===== config.mk =====
export PLATFORM = sky130hd
export DESIGN_NAME = hazard_detection_unit
export DESIGN_NICKNAME = d
export VERILOG_FILES = /design/src/rtl/hazard_pkg.sv /design/src/rtl/reg_match.sv /design/src/rtl/hazard_detection_unit.sv
export SDC_FILE = /design/constraint.sdc
export NUM_CORES = 1
export LEC_CHECK = 0
export CAP_MARGIN = 40
export CORE_MARGIN = 2
export CORE_UTILIZATION = 33
export CTS_CLUSTER_DIAMETER = 60
export DETAILED_ROUTE_END_ITERATION = 8
export PLACE_DENSITY_LB_ADDON = 0.05
export SETUP_SLACK_MARGIN = 0.2
export SYNTH_ARGS = -nofsm -noshare
export SYNTH_HDL_FRONTEND = slang
export SYNTH_HIERARCHICAL = 1
export SYNTH_SLANG_ARGS = --single-unit

===== constraint.sdc =====
create_clock -name clk -period 3.8 [get_ports clk]
set_input_delay 0.76 -clock clk [delete_from_list [all_inputs] [get_ports clk]]
set_output_delay 0.76 -clock clk [all_outputs]
set_load 0.02 [all_outputs]

===== src/rtl/hazard_pkg.sv =====
// rtl/hazard_pkg.sv - shared types and constants for the hazard detection unit
package hazard_pkg;

    typedef enum logic [1:0] {
        RUN      = 2'd0,
        STALL    = 2'd1,
        MEM_WAIT = 2'd2
    } hazard_state_t;

    localparam logic [4:0] REG_ZERO    = 5'd0;
    localparam int         STALL_CNT_W = 32;

endpackage


===== src/rtl/reg_match.sv =====
// rtl/reg_match.sv - true when a source register is nonzero and equals the EX destination
module reg_match
    import hazard_pkg::*;
(
    input  logic [4:0] src,
    input  logic [4:0] dst,
    output logic       hit
);

    assign hit = (src != REG_ZERO) && (src == dst);

endmodule


===== src/rtl/hazard_detection_unit.sv =====
// rtl/hazard_detection_unit.sv - load-use / branch hazard stall and memory-wait freeze control
// Optional stall-cycle counter built only when HAZARD_PERF_CNT_EN is defined.
module hazard_detection_unit
    import hazard_pkg::*;
(
    input  logic                   clk,
    input  logic                   rst_n,
    input  logic [4:0]             ID_rs,
    input  logic [4:0]             ID_rt,
    input  logic                   ID_UsesRt,
    input  logic                   ID_Branch,
    input  logic                   EX_RegWrite,
    input  logic                   EX_MemRead,
    input  logic [4:0]             EX_WriteRegister,
    input  logic                   MEM_Busy,
    output logic                   PCWrite,
    output logic                   IF_ID_Write,
    output logic                   ID_EX_Bubble,
    output logic                   Pipe_Freeze,
    output logic [STALL_CNT_W-1:0] StallCount
);

    hazard_state_t state, state_next;
    logic [1:0]    bub_cnt, bub_next;
    logic          hit_rs, hit_rt, match;
    logic          load_hz, alu_br_hz;
    logic          pc_c, ifid_c, bubble_c, freeze_c;

    reg_match u_match_rs (.src(ID_rs), .dst(EX_WriteRegister), .hit(hit_rs));
    reg_match u_match_rt (.src(ID_rt), .dst(EX_WriteRegister), .hit(hit_rt));

    assign match     = hit_rs || (ID_UsesRt && hit_rt);
    assign load_hz   = EX_MemRead && match;
    assign alu_br_hz = ID_Branch && EX_RegWrite && !EX_MemRead && match;

    always_ff @(posedge clk or negedge rst_n) begin
        if (!rst_n) begin
            state   <= RUN;
            bub_cnt <= 2'd0;
        end else begin
            state   <= state_next;
            bub_cnt <= bub_next;
        end
    end

    always_comb begin
        state_next = state;
        bub_next   = bub_cnt;
        pc_c       = 1'b1;
        ifid_c     = 1'b1;
        bubble_c   = 1'b0;
        freeze_c   = 1'b0;
        case (state)
            // MEM_WAIT behaves like RUN once memory completes, so a hazard
            // visible in that release cycle is still caught.
            RUN, MEM_WAIT: begin
                if (MEM_Busy) begin
                    state_next = MEM_WAIT;
                    freeze_c   = 1'b1;
                    pc_c       = 1'b0;
                    ifid_c     = 1'b0;
                end else if (load_hz || alu_br_hz) begin
                    pc_c       = 1'b0;
                    ifid_c     = 1'b0;
                    bubble_c   = 1'b1;
                    if (load_hz && ID_Branch) begin
                        bub_next   = 2'd1;
                        state_next = STALL;
                    end else begin
                        state_next = RUN;
                    end
                end else begin
                    state_next = RUN;
                end
            end
            STALL: begin
                pc_c   = 1'b0;
                ifid_c = 1'b0;
                // A busy memory freezes the pipe without consuming a bubble.
                if (MEM_Busy) begin
                    freeze_c = 1'b1;
                end else begin
                    bubble_c = 1'b1;
                    if (bub_cnt <= 2'd1) begin
                        bub_next   = 2'd0;
                        state_next = RUN;
                    end else begin
                        bub_next = bub_cnt - 2'd1;
                    end
                end
            end
            default: begin
                state_next = RUN;
                bub_next   = 2'd0;
            end
        endcase
    end

    // Reset forces run values regardless of what the ID/EX inputs show.
    assign PCWrite      = !rst_n || pc_c;
    assign IF_ID_Write  = !rst_n || ifid_c;
    assign ID_EX_Bubble = rst_n && bubble_c;
    assign Pipe_Freeze  = rst_n && freeze_c;

`ifdef HAZARD_PERF_CNT_EN
    logic [STALL_CNT_W-1:0] stall_cnt;

    always_ff @(posedge clk or negedge rst_n) begin
        if (!rst_n) begin
            stall_cnt <= '0;
        end else if (!PCWrite && (stall_cnt != '1)) begin
            stall_cnt <= stall_cnt + STALL_CNT_W'(1);
        end
    end

    assign StallCount = stall_cnt;
`else
    assign StallCount = '0;
`endif

endmodule


==> results.json, run 1 <==
{
  "finalNetCount": 129,
  "intPower_uw": 115.9,
  "clkSinkCount": 4,
  "critical_path.top_delay_family": "buffers and inverters",
  "crit_path_max_fanout": 3,
  "core_area_sq_mm": 0.001783,
  "hold_class": "flop to flop",
  "hpwl_mm": 1.091,
  "grt_pass1_wl_mm": 1.442,
  "first_pass_iters": 3,
  "ys_warn_count": 6,
  "final.min_clock_period_ps": 3420,
  "timing.critical_path.mode_cell": "a21oi_1",
  "grtUsageTotal_pct": 9.375,
  "hold_viol": 0,
  "post_drt_via_cell_ratio": 3.938,
  "crit_chain": "clkdlybuf4s50_1, buf_4, xnor2_1, nand4_1, a21oi_1, a21oi_1, o31a_1, nor3b_1, dlygate4sd2_1",
  "mostFrequentLayoutCells": "conb_1, clkdlybuf4s50_1, xnor2_1",
  "routabilityCongestion": 0.6615,
  "syn2layout_area_growth_pct": 27.01,
  "netlist_area_sq_um": 639.4,
  "power_frac_seq_pct": 26.5,
  "finalPower_uw": 184.2,
  "drv_cap": 0,
  "crit_buf_inv": 3,
  "clock.fmax_mhz": 292.4,
  "outcome": "finished clean",
  "min-delay-start": "bub_cnt[0]$_DFFE_PN0P_",
  "initial_core_util_pct": 35.86,
  "ys_seq_area_share_pct": 15.66,
  "cts_tree": "done",
  "synthCells": 79,
  "arrival_ps": 2660,
  "cts_made_buffers": 3,
  "ys_ff_latch": 4,
  "maxSlewViolCount": 0,
  "reg2reg_to": "bub_cnt[1]$_DFFE_PN0P_",
  "rsz0062_at_grt": "false",
  "cp-start-kind": "primary input",
  "antenna_found_initial": 0,
  "min_to": "bub_cnt[0]$_DFFE_PN0P_",
  "antenna_left": 0,
  "ctsLongestPathBuffers": 2,
  "drt-initial-drc-count": 6,
  "io_buffers": 25,
  "pin_count": 58,
  "period_share_pct": 90.00,
  "clkLatencyLatePin_ps": 230,
  "final_layout_size_suffix_gt1_share_pct": 6.667,
  "die_w_um": 48.02,
  "comb_power_share_pct": 45.4,
  "preCtsSetupSlack_ps": -18.08,
  "clkTransAtPathRegs_ps": 30,
  "diodes": 0,
  "switching_share_pct": 37.06,
  "end_kind": "output port",
  "slowest_delay_ps": 430,
  "fillers": 183,
  "grt_pass1_vias": 386,
  "final_common_cell": "conb_1",
  "dieArea_sq_mm": 0.002305,
  "power.leakage_nw": 0.3508,
  "path_class": "primary input to output port",
  "vias": 512,
  "wl_per_cell_um": 9.538,
  "p_switching_uw": 68.24,
  "synth.distinct_cells": 24,
  "worstPathRequired_ps": 3040,
  "setup_slack_ps": 380.2,
  "die_h_um": 48.02,
  "drcViolationCount": 0,
  "h-tree-depth": 1,
  "r2r_cells": 3,
  "hold_buffers": 0,
  "worstReg2RegStart": "state[0]$_DFFE_PN0P_",
  "p_clk_share_pct": 28.1,
  "reg2reg_slack_ps": 2770,
  "finalSetupViolations": 0,
  "avgSynthCellArea_sq_um": 8.093,
  "grt_overflow": 0,
  "totalWireLength_mm": 1.240,
  "root_buffer": "clkbuf_4",
  "grt_max_degree": 10,
  "ir_drop_mv": 0.1517,
  "hold_depth": 2,
  "p_per_area_mw_per_mm2": 226.8,
  "fin_worst_skew_ps": 4.751,
  "critPathSlowestCell": "clkdlybuf4s50_1",
  "row_count": 15
}
-- routing by layer --
layer | track usage [%] | share of wire (%) | vias up
met5 | 0 | 0 | -
met4 | 8.108 | 1.1 | 0
met3 | 2.642 | 15 | 2
met2 | 16.00 | 46 | 34
met1 | 9.172 | 38 | 219
li1 | - | - | 257
-- cells by family (layout without fill, tap and decap cells) --
| logic type | count (synthesis) | count (layout) | share of synthesized area (%) |
|---|---|---|---|
| buffers and inverters | 35 | 30 | 40.12 |
| AOI/OAI and AO/OA | 12 | 12 | 15.66 |
| DFF | 4 | 4 | 15.66 |
| and+or+nand+nor | 18 | 18 | 15.46 |
| muxes | 1 | 1 | 1.566 |
| xor gates and xnor gates | 8 | 8 | 10.96 |
| other | 1 | 32 | 0.5865 |
-- final cells by class --
class	instances	area (sq um)	area share [%]
flip-flops and latches	4	100.1	12.33
inverters	1	3.754	0.4622
repair buffers	26	255.2	31.43
clock buffers	3	22.52	2.773
multi-input cells	71	399.1	49.15
well taps	25	31.28	3.852
-- worst min-delay path: stages (launching register included) --
cell and delay (ps):
dfrtp_1 340, o21ai_0 90, o221ai_1 70
-- flip-flops by register name, indices dropped and copies added (netlist names) --
name	cells
bub_cnt	2
state	2
-- worst max-delay path by stage --
stage | cells after the start | endpoint | slack (ps) | from
4_1_cts | 7 | PCWrite | 320 | ID_rt[0]
3_5_place_dp | 7 | PCWrite | -20 | ID_rt[0]
3_3_place_gp | 7 | IF_ID_Write | 9 | ID_rt[0]
5_1_grt | 9 | ID_EX_Bubble | 240 | ID_rs[0]
2_1_floorplan | 6 | PCWrite | 420 | ID_rt[0]
6_report | 9 | ID_EX_Bubble | 380 | ID_rs[0]
-- power groups by stage --
| stage | sequential, mW | clock (mW) | combinational (mW) |
|---|---|---|---|
| after global placement | 0.0490 | 0 | 0.0837 |
| after detailed placement | 0.0490 | 0 | 0.0841 |
| final | 0.0488 | 0.0518 | 0.0836 |
| after CTS | 0.0485 | 0.0544 | 0.0834 |
| after global routing | 0.0492 | 0.0586 | 0.0905 |
| after floorplan | 0.0483 | 0 | 0.0753 |
-- cells in the mapped netlist --
library cell	count	area, sq um
a31o_1	1	8.760
nand2b_1	1	6.260
and3_1	1	6.260
xnor2_1	8	70.07
buf_4	33	247.7
o31a_1	1	8.760
nor2_1	4	15.01
o41ai_2	2	32.53
o221ai_1	1	8.760
nand2_1	4	15.01
o21ai_0	1	5.000
nand3_1	1	5.000
buf_2	1	5.000
o311ai_0	1	8.760
or3_4	1	11.26
nor2b_1	2	12.51
o21bai_1	1	7.510
nor3b_1	2	15.01
mux2i_1	1	10.01
dfrtp_1	4	100.1
conb_1	1	3.750
a21oi_1	4	20.02
inv_1	1	3.750
nand4_1	2	12.51
-- per-stage QoR --
step           cell area [sq um]  TNS (ps)  std cells  hold WS, ps  utilization [%]
2_1_floorplan              755.7         0        110        464.4                -
3_3_place_gp               792.0         0        127        510.8            44.42
3_5_place_dp               792.0    -31.13        127        520.5            44.42
4_1_cts                    810.8         0        130        527.9            45.47
5_1_grt                    812.0         0        130        581.4            45.54
6_report                   812.0         0        130        537.3            45.54
-- repair_timing --
action / 4_1_cts / 5_1_grt
endpoints found under the setup margin: 3 / 2
setup buffers: 0 / 0
gates resized for setup: 3 / 2
pin swaps: 0 / 0
(Power assumes the default switching activity.)
==> inputs of run 2 (changes only) <==
- CORE_UTILIZATION: 33 -> 34
- REMOVE_ABC_BUFFERS: default -> 1
- SYNTH_HIERARCHICAL: 1 -> default
==> run 2 against run 1 <==
Compared with the run above:
- clock-buffer cell count stayed put
- critical path depth is 3 lower
- core utilization is 0.88 points lower
- first-iteration DRC count is 67% higher
- largest power group unchanged
- wire length is 3.5% lower
- cell count is 8.5% higher
- combinational power is 3.9% higher
- power hardly changed
- hold slack worse by 2.4 ps
- design area is 5.7% higher
==> results.json, run 2 <==
{
  "outcome": "finished clean",
  "drt-initial-drc-count": 10,
  "final_layout_size_suffix_gt1_share_pct": 6.140,
  "dp.cells": 138,
  "maxSlewViolCount": 0,
  "grt_pass1_vias": 440,
  "wl_met2_um": 525,
  "period_share_pct": 89.59,
  "worstReg2RegStart": "state[0]$_DFFE_PN0P_",
  "final.min_clock_period_ps": 3404,
  "row_count": 16,
  "synth.distinct_cells": 28,
  "ys_warn_count": 0,
  "rsz0062_at_grt": "false",
  "ctsLongestPathBuffers": 2,
  "grt_overflow": 0,
  "wl_met3_um": 185,
  "finalSetupTns_ps": 0,
  "routed.top_layer": "met3",
  "intPower_uw": 113.4,
  "antenna_left": 0,
  "ys_seq_area_share_pct": 14.81,
  "root_buffer": "clkbuf_4",
  "comb_power_share_pct": 47.2,
  "critPathLaunch": "EX_WriteRegister[4]",
  "grt_pass1_wl_mm": 1.987,
  "ys_top_cells_by_count": "buf_4, nand2_1, xor2_1, dfrtp_1, nand3_1",
  "hold_viol": 0,
  "die_w_um": 48.58,
  "slowest_delay_ps": 540,
  "totalWireLength_mm": 1.197,
  "fin_worst_skew_ps": 4.226,
  "crit_chain": "clkdlybuf4s50_1, xor2_1, nor4_4, nand2_1, a31o_1, clkdlybuf4s50_1",
  "fin_cells": 141,
  "end_kind": "output port",
  "first_pass_iters": 4,
  "cp-endpoint": "IF_ID_Write",
  "finalNetCount": 138,
  "p_clk_share_pct": 28.3,
  "wl_per_cell_um": 8.489,
  "drcViolationCount": 0,
  "ys_ff_latch": 4,
  "synth_ff_type": "dfrtp_1",
  "grt_max_degree": 9,
  "synth.top_cell.area_share_pct": 36.67,
  "crit_path_max_fanout": 3,
  "p_per_area_mw_per_mm2": 214.5,
  "switching_share_pct": 38.40,
  "syn2layout_area_growth_pct": 27.04,
  "die_h_um": 48.58,
  "clkTransAtPathRegs_ps": 30,
  "synth_fa_ha_area_share_pct": 0,
  "synth_area_leaders": "buf_4, dfrtp_1, xor2_1",
  "drv_cap": 0,
  "synthMuxAreaShare_pct": 0,
  "power_frac_seq_pct": 24.5,
  "grtUsageTotal_pct": 10.89,
  "cts_resized": 0,
  "reg2reg_to": "bub_cnt[1]$_DFFE_PN0P_",
  "core_area_sq_mm": 0.001922,
  "clock.fmax_mhz": 293.7,
  "synthSimpleGateAreaFrac_pct": 29.63,
  "diodes": 0,
  "cts_setup_buffers": 0,
  "synth_most_common_cell": "buf_4",
  "critPathSlowestCell": "clkdlybuf4s50_1",
  "reg.largest.list": "bub_cnt x2, state x2",
  "synth_edf_count": 0,
  "cts_tree": "done",
  "hold_buffers": 0,
  "routabilityCongestion": 0.7123,
  "fillers": 205,
  "synthArstFlopShare_pct": 100.0,
  "hpwl_mm": 1.052,
  "cp-start-kind": "primary input",
  "timing.critical_path.mode_cell": "clkdlybuf4s50_1",
  "reg2reg_slack_ps": 2440,
  "io_buffers": 25,
  "clkLatencyLatePin_ps": 240,
  "synth.largest_area_cell": "buf_4",
  "post_synth_xor_area_fraction_pct": 10.37,
  "path_class": "primary input to output port",
  "synth_compound_area_share_pct": 7.407,
  "hold_class": "flop to flop",
  "pin_count": 58,
  "finalSetupViolations": 0,
  "avgSynthCellArea_sq_um": 7.766,
  "worstPathRequired_ps": 3040,
  "dieArea_sq_mm": 0.002360,
  "power.leakage_nw": 0.3840,
  "final_common_cell": "conb_1",
  "antenna_found_initial": 0,
  "post_drt_via_cell_ratio": 4.184,
  "synthCells": 87,
  "mostFrequentLayoutCells": "conb_1, clkdlybuf4s50_1, nand2_1, xor2_1",
  "cts_made_buffers": 3,
  "ir_drop_mv": 0.1648,
  "p_switching_uw": 70.69,
  "vias": 590,
  "m1WireLength_um": 486,
  "arrival_ps": 2640,
  "h-tree-depth": 1,
  "synth_top_family_by_area": "buffers and inverters",
  "netlist_area_sq_um": 675.6,
  "initial_core_util_pct": 35.16,
  "clkSinkCount": 4,
  "r2r_cells": 4
}
==> run 2: cell types whose count changed in the layout (fill, tap and decap cells not counted), moves of 3 or more <==
| cell | delta |
|---|---|
| xnor2_1 | -7 |
| xor2_1 | +7 |
| a21oi_1 | -3 |
| clkdlybuf4s50_1 | +3 |
| nand2_1 | +3 |
| nand3_1 | +3 |
==> run 2: cell type report <==
class	instances	area, sq um	share of cell area [%]
inverters	1	3.754	0.4373
multi-input cells	80	440.4	51.31
repair buffers	26	257.7	30.03
well taps	27	33.78	3.936
clock buffers	3	22.52	2.624
flip-flops and latches	4	100.1	11.66
==> run 2: power by group through the flow <==
stage               clock network (mW)  logic, mW  registers, mW
detailed placement                   0     0.0867         0.0457
finish                          0.0521     0.0869         0.0451
global route                    0.0614     0.0934         0.0452
global placement                     0     0.0867         0.0456
floorplan                            0     0.0517         0.0453
CTS                             0.0562     0.0869         0.0451
==> run 2: how the worst min path moves through the flow <==
stage               slack (ps)                   start  cells past startpoint                endpoint
floorplan                  460                   rst_n                      0  bub_cnt[0]$_DFFE_PN0P_
global placement           530  bub_cnt[0]$_DFFE_PN0P_                      2  bub_cnt[0]$_DFFE_PN0P_
detailed placement         540  bub_cnt[0]$_DFFE_PN0P_                      2  bub_cnt[0]$_DFFE_PN0P_
CTS                        540  bub_cnt[0]$_DFFE_PN0P_                      2  bub_cnt[0]$_DFFE_PN0P_
global route               570  bub_cnt[0]$_DFFE_PN0P_                      2  bub_cnt[0]$_DFFE_PN0P_
finish                     530  bub_cnt[0]$_DFFE_PN0P_                      2  bub_cnt[0]$_DFFE_PN0P_
==> run 2: cell families after synthesis <==
kind of cell	after synthesis
compound gates	8
flops	4
buf+inv	34
simple gates	32
xor+xnor	8
other cells	1
==> run 2: layer usage <==
layer  up-vias  global-route usage [%]
met5         -                       0
met4         0                   1.429
met3         0                   6.790
met2        49                   16.90
met1       256                   13.12
li1        285                       -
==> run 2: per-stage QoR <==
step | util (%) | worst slack, ps | cell area [sq um] | power (mW) | hold WS, ps
finish | 44.66 | 395.5 | 858.3 | 0.1841 | 535.0
global route | 44.66 | 248.6 | 858.3 | 0.2000 | 571.0
CTS | 44.66 | 368.1 | 858.3 | 0.1882 | 543.5
detailed placement | 43.49 | 371.5 | 835.8 | 0.1324 | 535.3
global placement | 43.49 | 405.1 | 835.8 | 0.1323 | 530.5
floorplan | - | 1377 | 544.3 | 0.09701 | 464.4
==> run 2: worst max-delay path, delay by kind of cell <==
| kind | cells | cell delay [ps] |
|---|---|---|
| XOR/XNOR | 1 | 200 |
| buffers and inverters | 2 | 1010 |
| AND/OR/NAND/NOR | 2 | 440 |
| AO/OA/AOI/OAI | 1 | 230 |
